**config.mk**
```make
export PLATFORM = sky130hd
export DESIGN_NAME = mul_job_arbiter
export DESIGN_NICKNAME = d
export VERILOG_FILES = /design/src/rtl/mul_job_arbiter.sv
export SDC_FILE = /design/constraint.sdc
export NUM_CORES = 1
export LEC_CHECK = 0
export CAP_MARGIN = 5
export CORE_ASPECT_RATIO = 0.75
export CORE_MARGIN = 2
export CORE_UTILIZATION = 37
export DETAILED_ROUTE_END_ITERATION = 12
export GPL_TIMING_DRIVEN = 0
export PLACE_DENSITY = 0.76
export SLEW_MARGIN = 25
export SYNTH_ARGS = -nofsm -noshare
export SYNTH_HDL_FRONTEND = slang
export SYNTH_SLANG_ARGS = --single-unit
export TNS_END_PERCENT = 20
```
**constraint.sdc**
```tcl
create_clock -name clk -period 2.26 [get_ports clk]
set_input_delay 0.678 -clock clk [delete_from_list [all_inputs] [get_ports clk]]
set_output_delay 0.678 -clock clk [all_outputs]
set_load 0.02 [all_outputs]
```
**src/rtl/mul_job_arbiter.sv**
```systemverilog
// Round-robin sequencer sharing one shift-add multiplier core among NREQ requesters; each job is
// grant, clear, load, run (watchdog TIMEOUT), finish and gap; requesters hold req until rsp_valid.
module mul_job_arbiter #(
    parameter int NREQ    = 4,
    parameter int TIMEOUT = 32
) (
    input  logic              clk,
    input  logic              clr,
    input  logic [NREQ-1:0]   req,
    input  logic [8*NREQ-1:0] req_a,
    input  logic [8*NREQ-1:0] req_b,
    output logic [NREQ-1:0]   gnt,
    output logic [NREQ-1:0]   rsp_valid,
    output logic [15:0]       rsp_p,
    output logic              rsp_err,
    output logic              busy,
    output logic              mul_clrn,
    output logic [7:0]        mul_a,
    output logic [7:0]        mul_b,
    output logic              mul_load_a,
    output logic              mul_load_b,
    output logic              mul_start,
    input  logic              mul_done,
    input  logic [15:0]       mul_p
);
    localparam int IW = (NREQ > 1) ? $clog2(NREQ) : 1;
    localparam int CW = $clog2(TIMEOUT + 1);

    typedef enum logic [2:0] {S_IDLE, S_CLR, S_LOAD, S_RUN, S_FIN, S_GAP} state_t;

    state_t          state_q, state_d;
    logic [IW-1:0]   rr_q, rr_d, win_q, win_d;
    logic [CW-1:0]   cnt_q, cnt_d;
    logic            err_q, err_d;
    logic            rst_dly_q, rst_dly_d;
    logic [NREQ-1:0] gnt_q, gnt_d, rsp_valid_q, rsp_valid_d;
    logic [15:0]     rsp_p_q, rsp_p_d;
    logic            rsp_err_q, rsp_err_d;
    logic            mul_clrn_q, mul_clrn_d, mul_load_q, mul_load_d, mul_start_q, mul_start_d;
    logic [7:0]      mul_a_q, mul_a_d, mul_b_q, mul_b_d;

    logic [IW-1:0]   pick_idx, cand;
    logic            pick_vld;

    function automatic logic [NREQ-1:0] onehot(input logic [IW-1:0] i);
        logic [NREQ-1:0] v;
        v    = '0;
        v[i] = 1'b1;
        return v;
    endfunction

    // First requester at or above the round-robin pointer, wrapping around.
    always_comb begin
        pick_vld = 1'b0;
        pick_idx = '0;
        cand     = '0;
        for (int k = 0; k < NREQ; k++) begin
            cand = IW'((int'(rr_q) + k) % NREQ);
            if (!pick_vld && req[cand]) begin
                pick_vld = 1'b1;
                pick_idx = cand;
            end
        end
    end

    always_comb begin
        state_d     = state_q;
        rr_d        = rr_q;
        win_d       = win_q;
        cnt_d       = cnt_q;
        err_d       = err_q;
        rst_dly_d   = 1'b0;
        gnt_d       = gnt_q;
        rsp_valid_d = '0;
        rsp_p_d     = rsp_p_q;
        rsp_err_d   = rsp_err_q;
        mul_clrn_d  = !rst_dly_q;
        mul_a_d     = mul_a_q;
        mul_b_d     = mul_b_q;
        mul_load_d  = 1'b0;
        mul_start_d = 1'b0;
        case (state_q)
            S_IDLE: begin
                if (pick_vld) begin
                    state_d = S_CLR;
                    win_d   = pick_idx;
                    err_d   = 1'b0;
                    gnt_d   = onehot(pick_idx);
                    mul_a_d = req_a[{pick_idx, 3'b000} +: 8];
                    mul_b_d = req_b[{pick_idx, 3'b000} +: 8];
                end
            end
            S_CLR: begin
                mul_clrn_d = 1'b0;
                state_d    = S_LOAD;
            end
            S_LOAD: begin
                mul_load_d = 1'b1;
                cnt_d      = '0;
                state_d    = S_RUN;
            end
            S_RUN: begin
                mul_start_d = 1'b1;
                if (mul_done) begin
                    state_d = S_FIN;
                end else if (cnt_q == CW'(TIMEOUT - 1)) begin
                    state_d = S_FIN;
                    err_d   = 1'b1;
                end else begin
                    cnt_d = cnt_q + 1'b1;
                end
            end
            S_FIN: begin
                rsp_valid_d = onehot(win_q);
                rsp_p_d     = err_q ? 16'd0 : mul_p;
                rsp_err_d   = err_q;
                gnt_d       = '0;
                rr_d        = (win_q == IW'(NREQ - 1)) ? '0 : win_q + 1'b1;
                state_d     = S_GAP;
            end
            S_GAP:   state_d = S_IDLE;
            default: state_d = S_IDLE;
        endcase
    end

    // rst_dly_q keeps the core clear asserted for one cycle beyond reset.
    always_ff @(posedge clk) begin
        if (clr) begin
            state_q     <= S_IDLE;
            rr_q        <= '0;
            win_q       <= '0;
            cnt_q       <= '0;
            err_q       <= 1'b0;
            rst_dly_q   <= 1'b1;
            gnt_q       <= '0;
            rsp_valid_q <= '0;
            rsp_p_q     <= '0;
            rsp_err_q   <= 1'b0;
            mul_clrn_q  <= 1'b0;
            mul_a_q     <= '0;
            mul_b_q     <= '0;
            mul_load_q  <= 1'b0;
            mul_start_q <= 1'b0;
        end else begin
            state_q     <= state_d;
            rr_q        <= rr_d;
            win_q       <= win_d;
            cnt_q       <= cnt_d;
            err_q       <= err_d;
            rst_dly_q   <= rst_dly_d;
            gnt_q       <= gnt_d;
            rsp_valid_q <= rsp_valid_d;
            rsp_p_q     <= rsp_p_d;
            rsp_err_q   <= rsp_err_d;
            mul_clrn_q  <= mul_clrn_d;
            mul_a_q     <= mul_a_d;
            mul_b_q     <= mul_b_d;
            mul_load_q  <= mul_load_d;
            mul_start_q <= mul_start_d;
        end
    end

    assign gnt        = gnt_q;
    assign rsp_valid  = rsp_valid_q;
    assign rsp_p      = rsp_p_q;
    assign rsp_err    = rsp_err_q;
    assign busy       = (state_q != S_IDLE);
    assign mul_clrn   = mul_clrn_q;
    assign mul_a      = mul_a_q;
    assign mul_b      = mul_b_q;
    assign mul_load_a = mul_load_q;
    assign mul_load_b = mul_load_q;
    assign mul_start  = mul_start_q;

endmodule

```
==> results.toml <==
[timing]
hold_slack_ns = 0.4279
fin_skew_ns = 0.008313
worst_pin_slew_ns = 0.5513
setup-violations-final = 0
max_clock_freq_mhz = 453.0
setup_total_negative_slack_ns = 0
timing_max_transition_violations_final = 0
postLayoutSetupSlackWorst_ns = 0.05267
timing_hold_violations_final = 0
min_period_ns = 2.207
post_route_fraction_of_the_period_consumed_by_the_critical_path_pct = 97.67
max-slew-margin-rel_pct = 62.99

[global_routing]
grt_use_met2_pct = 34.51
grt_max_degree = 19
global_route_wire_length_before_repair_um = 14300
grt_use_met1_pct = 27.48
grt_util_met3_pct = 6.449
grtUsageTotal_pct = 21.32
grt_pass1_vias = 2963
antenna_found_initial = 0
overflow = 0
gr-max-usage-layer = "met2"

[worst_setup_path]
worstPathCellList = "clkdlybuf4s15_2 > or4_4 > and2_4 > buf_6 > o21a_1 > buf_6 > a311o_1 > a31oi_1"
critical_path_arrival_ns = 2.46
criticalPathCategory = "in -> reg"
slowest_stage = "sky130_fd_sc_hd__or4_4"
timing.critical_path.to_type = "register"
critical_path_required_ns = 2.51
count_of_buffering_cells_on_the_critical_path_with_inverters_included = 3
worst-path-max-fanout = 18
critical_path.most_common_cell = "sky130_fd_sc_hd__buf_6"
critPathTopFamily = "simple AND/OR/NAND/NOR gates"
critical_path.max_stage_delay_ns = 0.55
cp-start-kind = "input port"

[synth]
synthDistinctLibCells = 42
ys_seq_elements = 59
most_common_cell_in_the_netlist = "sky130_fd_sc_hd__dfxtp_1"
ys_top_cells_by_area = "sky130_fd_sc_hd__dfxtp_1 (42%), sky130_fd_sc_hd__nor2_1 (6.1%), sky130_fd_sc_hd__nand2_1 (6.0%), sky130_fd_sc_hd__a311o_1 (5.7%), sky130_fd_sc_hd__nor3b_1 (5.6%)"
synth_warnings = 0
yosys.area.top_type = "sky130_fd_sc_hd__dfxtp_1"
syn-cell-area_um2 = 2811
syn_inst = 354
synth_top_area_share_pct = 42.01
synth.net_count = 446
most_instantiated_cells_after_synthesis = "sky130_fd_sc_hd__dfxtp_1 (59), sky130_fd_sc_hd__nor2_1 (46), sky130_fd_sc_hd__nand2_1 (45), sky130_fd_sc_hd__a21oi_1 (31), sky130_fd_sc_hd__clkbuf_1 (23)"
synth-async-reset-ratio_pct = 0
sequential_to_total_area_share_from_yosys_stat_pct = 42.01
postSynth.topFlopCell = "sky130_fd_sc_hd__dfxtp_1"
postSynthAreaPerCell_um2 = 7.942
synth-edff-count = 0

[detailed_routing]
detailedRoute.firstIterationViolations = 124
wirelength_um = 8996
avgRoutedWirePerCell_um = 14.92
drcViolationCount = 0
number_of_detailed_routing_iterations_run_before_antenna_repair = 4
vias = 3143
drt-vias-per-instance = 5.212
ant_nets = 0

[cells_and_area]
num-nets-final = 589
ratio_of_cells_with_drive_above_1_in_the_final_layout_pct = 9.562
num_antenna_cells = 0
area_growth_from_synthesis_to_layout_pct = 62.84

[floorplan]
io-pin-count = 133
core.rowCount = 27
die_w_um = 104.7
fp.dieArea_um2 = 8319
core_area_um2 = 7365
die_y_um = 79.49
initial_core_util_pct = 38.18

[placement]
detailedPlace.worstSlack_ns = -0.9263
place.port_buffers = 132
dp_hpwl_um = 6447
routabilityCongestion = 0.8478

[clocking]
latest_clock_arrival_within_the_worst_skew_pair_ns = 0.33
cts-buffers-inserted = 9
clock_tree_from_tritoncts = "yes"
cts-htree-levels = 3
clk_root_buffer_cell = "sky130_fd_sc_hd__clkbuf_8"
worst_setup_hold_path_clk_slew_ns = 0.07
holdBufCountCts = 0
clkSinkCount = 59
clockBufferDepth = 2

[outcome]
status = "complete, no violations"

[pwr]
power.ir.vdd_worst_uv = 347.8
power.static_leakage_nw = 1.675
pwr_density_cell_nw_per_um2 = 677.2
p_total_mw = 3.100

[run]
maxCapViolCount = 0

[worst_hold_path]
min-delay-path-class = "reg -> reg"
layout by cell type (no fill, tap or decap), types with 5 or more instances in the layout:
master / netlist / layout
sky130_fd_sc_hd__inv_1: 5 / 5
sky130_fd_sc_hd__buf_4: 1 / 5
sky130_fd_sc_hd__a31oi_1: 17 / 17
sky130_fd_sc_hd__nand3_1: 22 / 22
sky130_fd_sc_hd__clkbuf_8: 0 / 13
sky130_fd_sc_hd__a311o_1: 16 / 16
sky130_fd_sc_hd__clkbuf_1: 23 / 11
sky130_fd_sc_hd__clkdlybuf4s50_1: 0 / 128
sky130_fd_sc_hd__nor3b_1: 21 / 21
sky130_fd_sc_hd__dfxtp_1: 59 / 58
sky130_fd_sc_hd__a21oi_1: 31 / 31
sky130_fd_sc_hd__o21ai_0: 18 / 18
sky130_fd_sc_hd__clkbuf_2: 1 / 8
sky130_fd_sc_hd__ha_1: 5 / 5
sky130_fd_sc_hd__nand2_1: 45 / 44
sky130_fd_sc_hd__nor2_1: 46 / 44
power breakdown:
group          internal, mW  total [mW]  switching (mW)
registers              1.11        1.16          0.0473
logic                 0.399       0.784           0.385
clock network         0.742        1.16           0.415
sequential cells by signal, indices dropped and copies added (netlist names), 2 cells and up:
signal,cells
mul_a,8
gnt,4
rsp_p,16
win_q,2
rr_q,2
cnt_q,6
mul_b,8
state_q,3
rsp_valid,4
per-layer routing:
| metal | vias up | share of wire, % |
|---|---|---|
| met2 | 103 | 46 |
| met1 | 1480 | 47 |
| met3 | 11 | 6.5 |
| met4 | 0 | 1.1 |
| met5 | - | 0 |
| li1 | 1549 | - |
stage by stage:
step	area (um^2)	instances	util, %
finish	4578	603	62.16
global placement	4259	587	57.83
detailed placement	4259	587	57.83
CTS	4538	602	61.62
global route	4578	603	62.16
floorplan	2811	354	-
area by class of cell:
| type | count | area (um^2) |
|---|---|---|
| Buffer | 27 | 137.6 |
| Inverter | 5 | 18.77 |
| Multi-Input combinational cell | 259 | 1514 |
| Sequential cell | 59 | 1182 |
| Clock inverter | 3 | 67.56 |
| Tap cell | 101 | 126.4 |
| Clock buffer | 13 | 178.9 |
| Fill cell | 665 | 2786 |
| Timing Repair Buffer | 136 | 1353 |
final timing paths:
check             cells after the start       end  slack (ns)       start
setup / recovery                      8  mul_b[2]        0.05      req[3]
hold / removal                        1  mul_clrn        0.43   rst_dly_q
setup reg to reg                      7   rr_q[0]        0.27  state_q[0]
hold reg to reg                       1  mul_clrn        0.43   rst_dly_q
logic make-up (layout without fill, tap and decap cells):
family / Yosys count / count (layout) / synth area share [%]
adder cells (fa/ha/maj): 5 / 5 / 2.225
AND/OR/NAND/NOR: 155 / 155 / 26.84
XOR/XNOR: 1 / 1 / 0.3116
flip-flops: 59 / 59 / 42.01
buffers and inverters: 36 / 184 / 5.830
multiplexers: 1 / 1 / 0.3560
AO/OA/AOI/OAI: 97 / 97 / 22.43
repair_timing:
| action | in CTS | in global routing |
|---|---|---|
| setup endpoints to repair | 29 | 37 |
| gates resized for setup | 25 | 10 |
| endpoints found under the hold margin | 0 | 0 |
| buffers inserted | 1 | 3 |
| pin swaps | 1 | 1 |
worst register-to-register path: cells and delay by family (launching register included):
kind	cells	cell delay [ns]
DFF	1	0.38
AOI/OAI and AO/OA	1	0.13
buffers and inverters	2	0.79
and+or+nand+nor	4	0.56
No activity file was read; power rests on OpenSTA's default activity.
